File: src/rtl/lsu_pkg.sv
// -----------------------------------------------------------------------------
// lsu_pkg
//   Shared definitions for the load/store unit:
//     - funct3 encodings for loads and stores
//     - FSM state encoding
//     - byte-enable width
//     - access_fault(): decides whether an access is illegal or misaligned
// -----------------------------------------------------------------------------
package lsu_pkg;

  localparam int unsigned LSU_DW  = 32;
  localparam int unsigned LSU_BEW = LSU_DW / 8;

  typedef enum logic [2:0] {
    LB  = 3'b000,
    LH  = 3'b001,
    LW  = 3'b010,
    LBU = 3'b100,
    LHU = 3'b101
  } load_f3_e;

  typedef enum logic [2:0] {
    SB = 3'b000,
    SH = 3'b001,
    SW = 3'b010
  } store_f3_e;

  typedef enum logic [1:0] {
    IDLE = 2'd0,
    REQ  = 2'd1,
    WAIT = 2'd2,
    RESP = 2'd3
  } lsu_state_e;

  // An access faults when it is both a load and a store, uses an encoding
  // the memory stage does not implement, or is not naturally aligned.
  function automatic logic access_fault(input logic       ld,
                                        input logic       st,
                                        input logic [2:0] f3,
                                        input logic [1:0] off);
    logic f;
    f = 1'b0;
    if (ld && st) begin
      f = 1'b1;
    end else if (ld) begin
      case (f3)
        LB, LBU: f = 1'b0;
        LH, LHU: f = off[0];
        LW:      f = |off;
        default: f = 1'b1;
      endcase
    end else if (st) begin
      case (f3)
        SB:      f = 1'b0;
        SH:      f = off[0];
        SW:      f = |off;
        default: f = 1'b1;
      endcase
    end
    return f;
  endfunction

endpackage

File: src/rtl/lsu_load_align.sv
// -----------------------------------------------------------------------------
// lsu_load_align
//   Combinational load-data alignment: picks the byte or halfword lane named
//   by the low address bits and sign- or zero-extends it according to funct3.
//   Ports:
//     rdata_i    raw word returned by memory
//     addr_lo_i  low two bits of the access address
//     funct3_i   load funct3 (LB/LH/LW/LBU/LHU)
//     data_o     aligned, extended load result
// -----------------------------------------------------------------------------
module lsu_load_align
  import lsu_pkg::*;
#(
  parameter int DW = 32
) (
  input  logic [DW-1:0] rdata_i,
  input  logic [1:0]    addr_lo_i,
  input  logic [2:0]    funct3_i,
  output logic [DW-1:0] data_o
);

  logic [7:0]  byte_lane;
  logic [15:0] half_lane;

  always_comb begin
    byte_lane = rdata_i[7:0];
    case (addr_lo_i)
      2'd0:    byte_lane = rdata_i[7:0];
      2'd1:    byte_lane = rdata_i[15:8];
      2'd2:    byte_lane = rdata_i[23:16];
      default: byte_lane = rdata_i[31:24];
    endcase
  end

  // Halfword accesses are only issued when aligned, so addr[1] alone selects.
  assign half_lane = addr_lo_i[1] ? rdata_i[31:16] : rdata_i[15:0];

  always_comb begin
    data_o = rdata_i;
    case (funct3_i)
      LB:      data_o = {{(DW-8){byte_lane[7]}}, byte_lane};
      LBU:     data_o = {{(DW-8){1'b0}}, byte_lane};
      LH:      data_o = {{(DW-16){half_lane[15]}}, half_lane};
      LHU:     data_o = {{(DW-16){1'b0}}, half_lane};
      default: data_o = rdata_i;
    endcase
  end

endmodule

File: src/rtl/load_store_unit.sv
// -----------------------------------------------------------------------------
// load_store_unit
//   Memory-access stage behind the execute ALU. Accepts one load or store at
//   a time, drives a req/gnt/rvalid data-memory port, and returns an aligned,
//   extended load result with a one-cycle done_o pulse. Illegal or misaligned
//   accesses never reach memory; they complete with fault_o set.
//   Ports:
//     clk, rst_n      clock, asynchronous active-low reset
//     valid_i         execute-stage instruction valid
//     load_i/store_i  instruction kind
//     funct3_i        access width / signedness
//     addr_i          effective address
//     store_data_i    rs2 value
//     stall_o         holds the upstream pipeline while busy
//     done_o          completion pulse (RESP state)
//     load_data_o     extended load data, valid with done_o
//     fault_o         misaligned/illegal flag, valid with done_o
//     mem_*_o/_i      data-memory request/response port
// -----------------------------------------------------------------------------
module load_store_unit
  import lsu_pkg::*;
#(
  parameter int DW = 32,
  parameter int AW = 32
) (
  input  logic            clk,
  input  logic            rst_n,
  input  logic            valid_i,
  input  logic            load_i,
  input  logic            store_i,
  input  logic [2:0]      funct3_i,
  input  logic [AW-1:0]   addr_i,
  input  logic [DW-1:0]   store_data_i,
  output logic            stall_o,
  output logic            done_o,
  output logic [DW-1:0]   load_data_o,
  output logic            fault_o,
  output logic            mem_req_o,
  output logic            mem_we_o,
  output logic [AW-1:0]   mem_addr_o,
  output logic [DW/8-1:0] mem_be_o,
  output logic [DW-1:0]   mem_wdata_o,
  input  logic            mem_gnt_i,
  input  logic            mem_rvalid_i,
  input  logic [DW-1:0]   mem_rdata_i
);

  lsu_state_e state_q, state_d;

  logic [AW-1:0]   addr_q;
  logic            we_q;
  logic [2:0]      funct3_q;
  logic [DW/8-1:0] be_q,    be_d;
  logic [DW-1:0]   wdata_q, wdata_d;
  logic            fault_q, fault_d;
  logic [DW-1:0]   load_data_q;
  logic [DW-1:0]   aligned_rdata;

  logic start;
  logic capture;

  assign start   = valid_i & (load_i | store_i);
  assign capture = (state_q == IDLE) && start;
  assign fault_d = access_fault(load_i, store_i, funct3_i, addr_i[1:0]);

  // Byte enables and lane-replicated write data. funct3[1:0] encodes the
  // access size for loads and stores alike, so loads get meaningful byte
  // enables too.
  always_comb begin
    be_d    = '1;
    wdata_d = store_data_i;
    case (funct3_i[1:0])
      2'b00: begin
        be_d    = 4'b0001 << addr_i[1:0];
        wdata_d = {4{store_data_i[7:0]}};
      end
      2'b01: begin
        be_d    = addr_i[1] ? 4'b1100 : 4'b0011;
        wdata_d = {2{store_data_i[15:0]}};
      end
      default: begin
        be_d    = '1;
        wdata_d = store_data_i;
      end
    endcase
  end

  always_comb begin
    state_d = state_q;
    case (state_q)
      IDLE: if (start)        state_d = fault_d ? RESP : REQ;
      REQ:  if (mem_gnt_i)    state_d = we_q ? RESP : WAIT;
      WAIT: if (mem_rvalid_i) state_d = RESP;
      RESP:                   state_d = IDLE;
      default:                state_d = IDLE;
    endcase
  end

  lsu_load_align #(
    .DW (DW)
  ) u_load_align (
    .rdata_i   (mem_rdata_i),
    .addr_lo_i (addr_q[1:0]),
    .funct3_i  (funct3_q),
    .data_o    (aligned_rdata)
  );

  always_ff @(posedge clk or negedge rst_n) begin
    if (!rst_n) begin
      state_q     <= IDLE;
      addr_q      <= '0;
      we_q        <= 1'b0;
      funct3_q    <= '0;
      be_q        <= '0;
      wdata_q     <= '0;
      fault_q     <= 1'b0;
      load_data_q <= '0;
    end else begin
      state_q <= state_d;
      if (capture) begin
        addr_q      <= addr_i;
        we_q        <= store_i;
        funct3_q    <= funct3_i;
        be_q        <= be_d;
        wdata_q     <= wdata_d;
        fault_q     <= fault_d;
        // Stores and faults report zero load data.
        load_data_q <= '0;
      end
      if ((state_q == WAIT) && mem_rvalid_i) begin
        load_data_q <= aligned_rdata;
      end
    end
  end

  // rst_n gates stall_o because start is combinational from the inputs and
  // the pipeline must not be held while the unit is in reset.
  assign stall_o     = rst_n & (capture || (state_q == REQ) || (state_q == WAIT));
  assign done_o      = (state_q == RESP);
  assign fault_o     = fault_q;
  assign load_data_o = load_data_q;
  assign mem_req_o   = (state_q == REQ);
  assign mem_we_o    = we_q;
  assign mem_addr_o  = {addr_q[AW-1:2], 2'b00};
  assign mem_be_o    = be_q;
  assign mem_wdata_o = wdata_q;

endmodule

File: config.mk
export PLATFORM = sky130hd
export DESIGN_NAME = load_store_unit
export DESIGN_NICKNAME = d
export VERILOG_FILES = /design/src/rtl/lsu_pkg.sv /design/src/rtl/lsu_load_align.sv /design/src/rtl/load_store_unit.sv
export SDC_FILE = /design/constraint.sdc
export NUM_CORES = 1
export LEC_CHECK = 0
export CAP_MARGIN = 20
export CORE_MARGIN = 2
export CORE_UTILIZATION = 45
export DETAILED_ROUTE_END_ITERATION = 10
export MAX_ROUTING_LAYER = met4
export PLACE_DENSITY_LB_ADDON = 0.25
export RECOVER_POWER = 25
export SYNTH_ARGS = -nofsm -noshare
export SYNTH_HDL_FRONTEND = slang
export SYNTH_HIERARCHICAL = 1
export SYNTH_SLANG_ARGS = --single-unit
File: constraint.sdc
create_clock -name clk -period 1.9 [get_ports clk]
set_clock_uncertainty 0.05 [all_clocks]
set_input_delay 0.38 -clock clk [delete_from_list [all_inputs] [get_ports clk]]
set_output_delay 0.38 -clock clk [all_outputs]
set_load 0.03 [all_outputs]
==> run summary <==
dpl hpwl: 11.7 mm
final worst-path cycle share: 1.02
top post-synthesis cells by area: dfrtp_1 47%, mux2_2 8.5%, nand2_1 6.7%, o21ai_0 5.4%, buf_4 4.6%
Crit path arrival time: 1510 ps
worst setup margin: -44.2 ps
critical path type: reg -> out
Routability Congestion: 0.896
share of post-route cells with drive strength above 1: 0.180
Slew headroom: 0.0289
Initial Util: 0.457
core area: 0.0125 mm^2
Final Hold Viols: 0
syn avg cell area: 10.0 um^2
antenna violations before repair: 0
FFs w/ async S/R, synth: 1.00
htree depth: 3
Final Max Slew Viols: 0
wl on met1: 6.46 mm
antenna cells: 0
flop2flop setup slack: 100 ps
clk slew on worst S/H paths: 70 ps
Worst Reg-to-Reg Cells: 6
Post-CTS Hold Buffers: 0
Setup crit start: state_q[0]
peak supply drop: 1040 uV
placed cell count: 932
CP endpoint kind: output pin
Hold Path Class: reg -> reg
Cell variety after synth: 40
most instantiated library cell after synthesis: dfrtp_1
DR vias/cell: 5.27
Yosys top cell by area: dfrtp_1
# nets final: 887
DIE WIDTH: 117 um
most common library cells after synthesis: 107 x dfrtp_1, 101 x nand2_1, 62 x o21ai_0
Routed WL: 16.1 mm
row count: 41
Boundary Pins: 211
post-DR wirelength/cell: 16.8 um
#FFs+latches synth: 107
Final Core Density: 0.676
largest net degree at the start of global routing: 108
CTS tree: yes
die area: 0.0136 mm^2
Clk Latency, worst-skew pair: 350 ps
Setup crit start kind: flip-flop
pwr dens: 1670 mW/mm^2
TritonCTS Buffers: 9
DRT iter0 DRCs: 342
gr usage total: 0.242
DRC viols: 0
Critical Path Fanout Max: 3
Warnings, synthesis: 6
max layer used: met4
EDFF count, synth: 0
Gate Count Post-Synth: 569
WP data required: 1470 ps
routed vias: 5028
IO Port Bufs: 208
number of global-route vias before repair: 4995
final setup fails: 1
area share of the largest cell type after synthesis: 0.470
Seq/Total Area, Yosys: 0.470
WL met3: 1.29 mm
Tmin final: 1940 ps
Max-Cap Viols: 0
outcome: complete, but fails checks
met2 WL: 8.10 mm
non-filler cells, final: 954
Worst Hold Depth: 2
first-pass GRT wire length: 24.6 mm
clk sink count: 107
post-route ant nets: 0
Worst Min Path Start: mem_wdata_o[30]
Slew @ Worst Pin: 1460 ps
root buffer selected by CTS: clkbuf_16
RSZ-0062 raised after global routing: true
failing checks: setup timing
Die H: 117 um
Layout area overhead: 47.9%
fmax: 0.514 GHz
Cell Area, Synth: 0.00570 mm^2
Max Root-Sink Buffers: 2
total grt overflow: 0
R2R Path Start: addr_q[0]
DRT Pass-1 Iters: 5
Top FF cell, synth: dfrtp_1
Lkg Pwr: 3.67 nW
## cell families after synthesis
kind of cell	Yosys count	synth area share
fa+ha+maj	4	0.00879
mux	78	0.168
simple gates	154	0.109
other cells	1	0.000658
compound gates	138	0.152
buf+inv	87	0.0916
flops	107	0.470
## flip-flops by register name, indices dropped and copies added (netlist names)
signal and flops:
mem_be_o 4, load_data_o 32, mem_wdata_o 32, fault_o 1, funct3_q 3, addr_q 32
state_q 2, mem_we_o 1
## per-stage QoR
stage	area, um^2	TNS (ps)	setup WS, ps	hold WS [ps]	total power, mW
final	8430	-44.2	-44.2	429	14.1
after global routing	8430	-90.9	-84.9	463	14.9
after CTS	8380	-92.3	-92.3	108	14.0
after detailed placement	8040	-5880	-156	421	11.9
after global placement	8040	-4030	-75.8	409	11.7
after floorplan	5700	0	50.5	34.4	9.17
## where the power goes
group / switching, mW / leakage, nW / internal (mW)
Combinational: 4.52 / 2.18 / 3.55
Sequential: 0.637 / 1.33 / 3.31
Clock: 0.882 / 0.158 / 1.17
Total: 6.04 / 3.67 / 8.03
## cell usage in the layout (no fill, tap or decap), drive strengths merged, types with 2 or more instances in the layout
| cell | n |
|---|---|
| a21o | 2 |
| a21oi | 27 |
| a221oi | 2 |
| a222oi | 2 |
| a22oi | 2 |
| a311oi | 7 |
| and2 | 2 |
| buf | 61 |
| bufinv | 2 |
| clkbuf | 11 |
| clkdlybuf4s50 | 201 |
| clkinv | 4 |
| conb | 2 |
| dfrtp | 107 |
| dlymetal6s2s | 2 |
| ha | 4 |
| inv | 15 |
| mux2 | 45 |
| mux2i | 26 |
| mux4 | 7 |
| nand2 | 101 |
| nand2b | 2 |
| nor2 | 37 |
| nor2b | 10 |
| o21ai | 66 |
| o221ai | 7 |
| o22ai | 17 |
| or2 | 2 |
## critical path, stage by stage (launching register included)
cell and delay (ps):
dfrtp_1 430, inv_2 110, ha_4 150, o211ai_4 80
buf_6 130, a21boi_4 120, buf_6 140
## worst paths after layout
kind	end
max in group asynchronous	load_data_o[15]
hold reg to reg	mem_wdata_o[30]
hold / removal	mem_wdata_o[30]
setup / recovery	stall_o
setup reg to reg	load_data_o[9]
min in group asynchronous	addr_q[23]
## routing by layer
metal | vias up | GRT usage
met5 | - | -
met4 | 0 | 0.0762
met3 | 19 | 0.0618
met2 | 206 | 0.409
met1 | 2443 | 0.284
li1 | 2360 | -
## final cells by class
cell class / count / area, um^2
fillers: 990 / 4040
clock inverters: 7 / 101
flip-flops and latches: 107 / 2680
well taps: 172 / 215
clock buffers: 9 / 225
inverters: 15 / 56.3
multi-input cells: 376 / 2530
repair buffers: 268 / 2620
## repair_timing
item / in CTS / in global routing
setup endpoints to repair: 3 / 18
pin swaps: 1 / 0
gates resized for setup: 8 / 7
setup buffers: 0 / 6
Power figures use the tool's default switching activity.
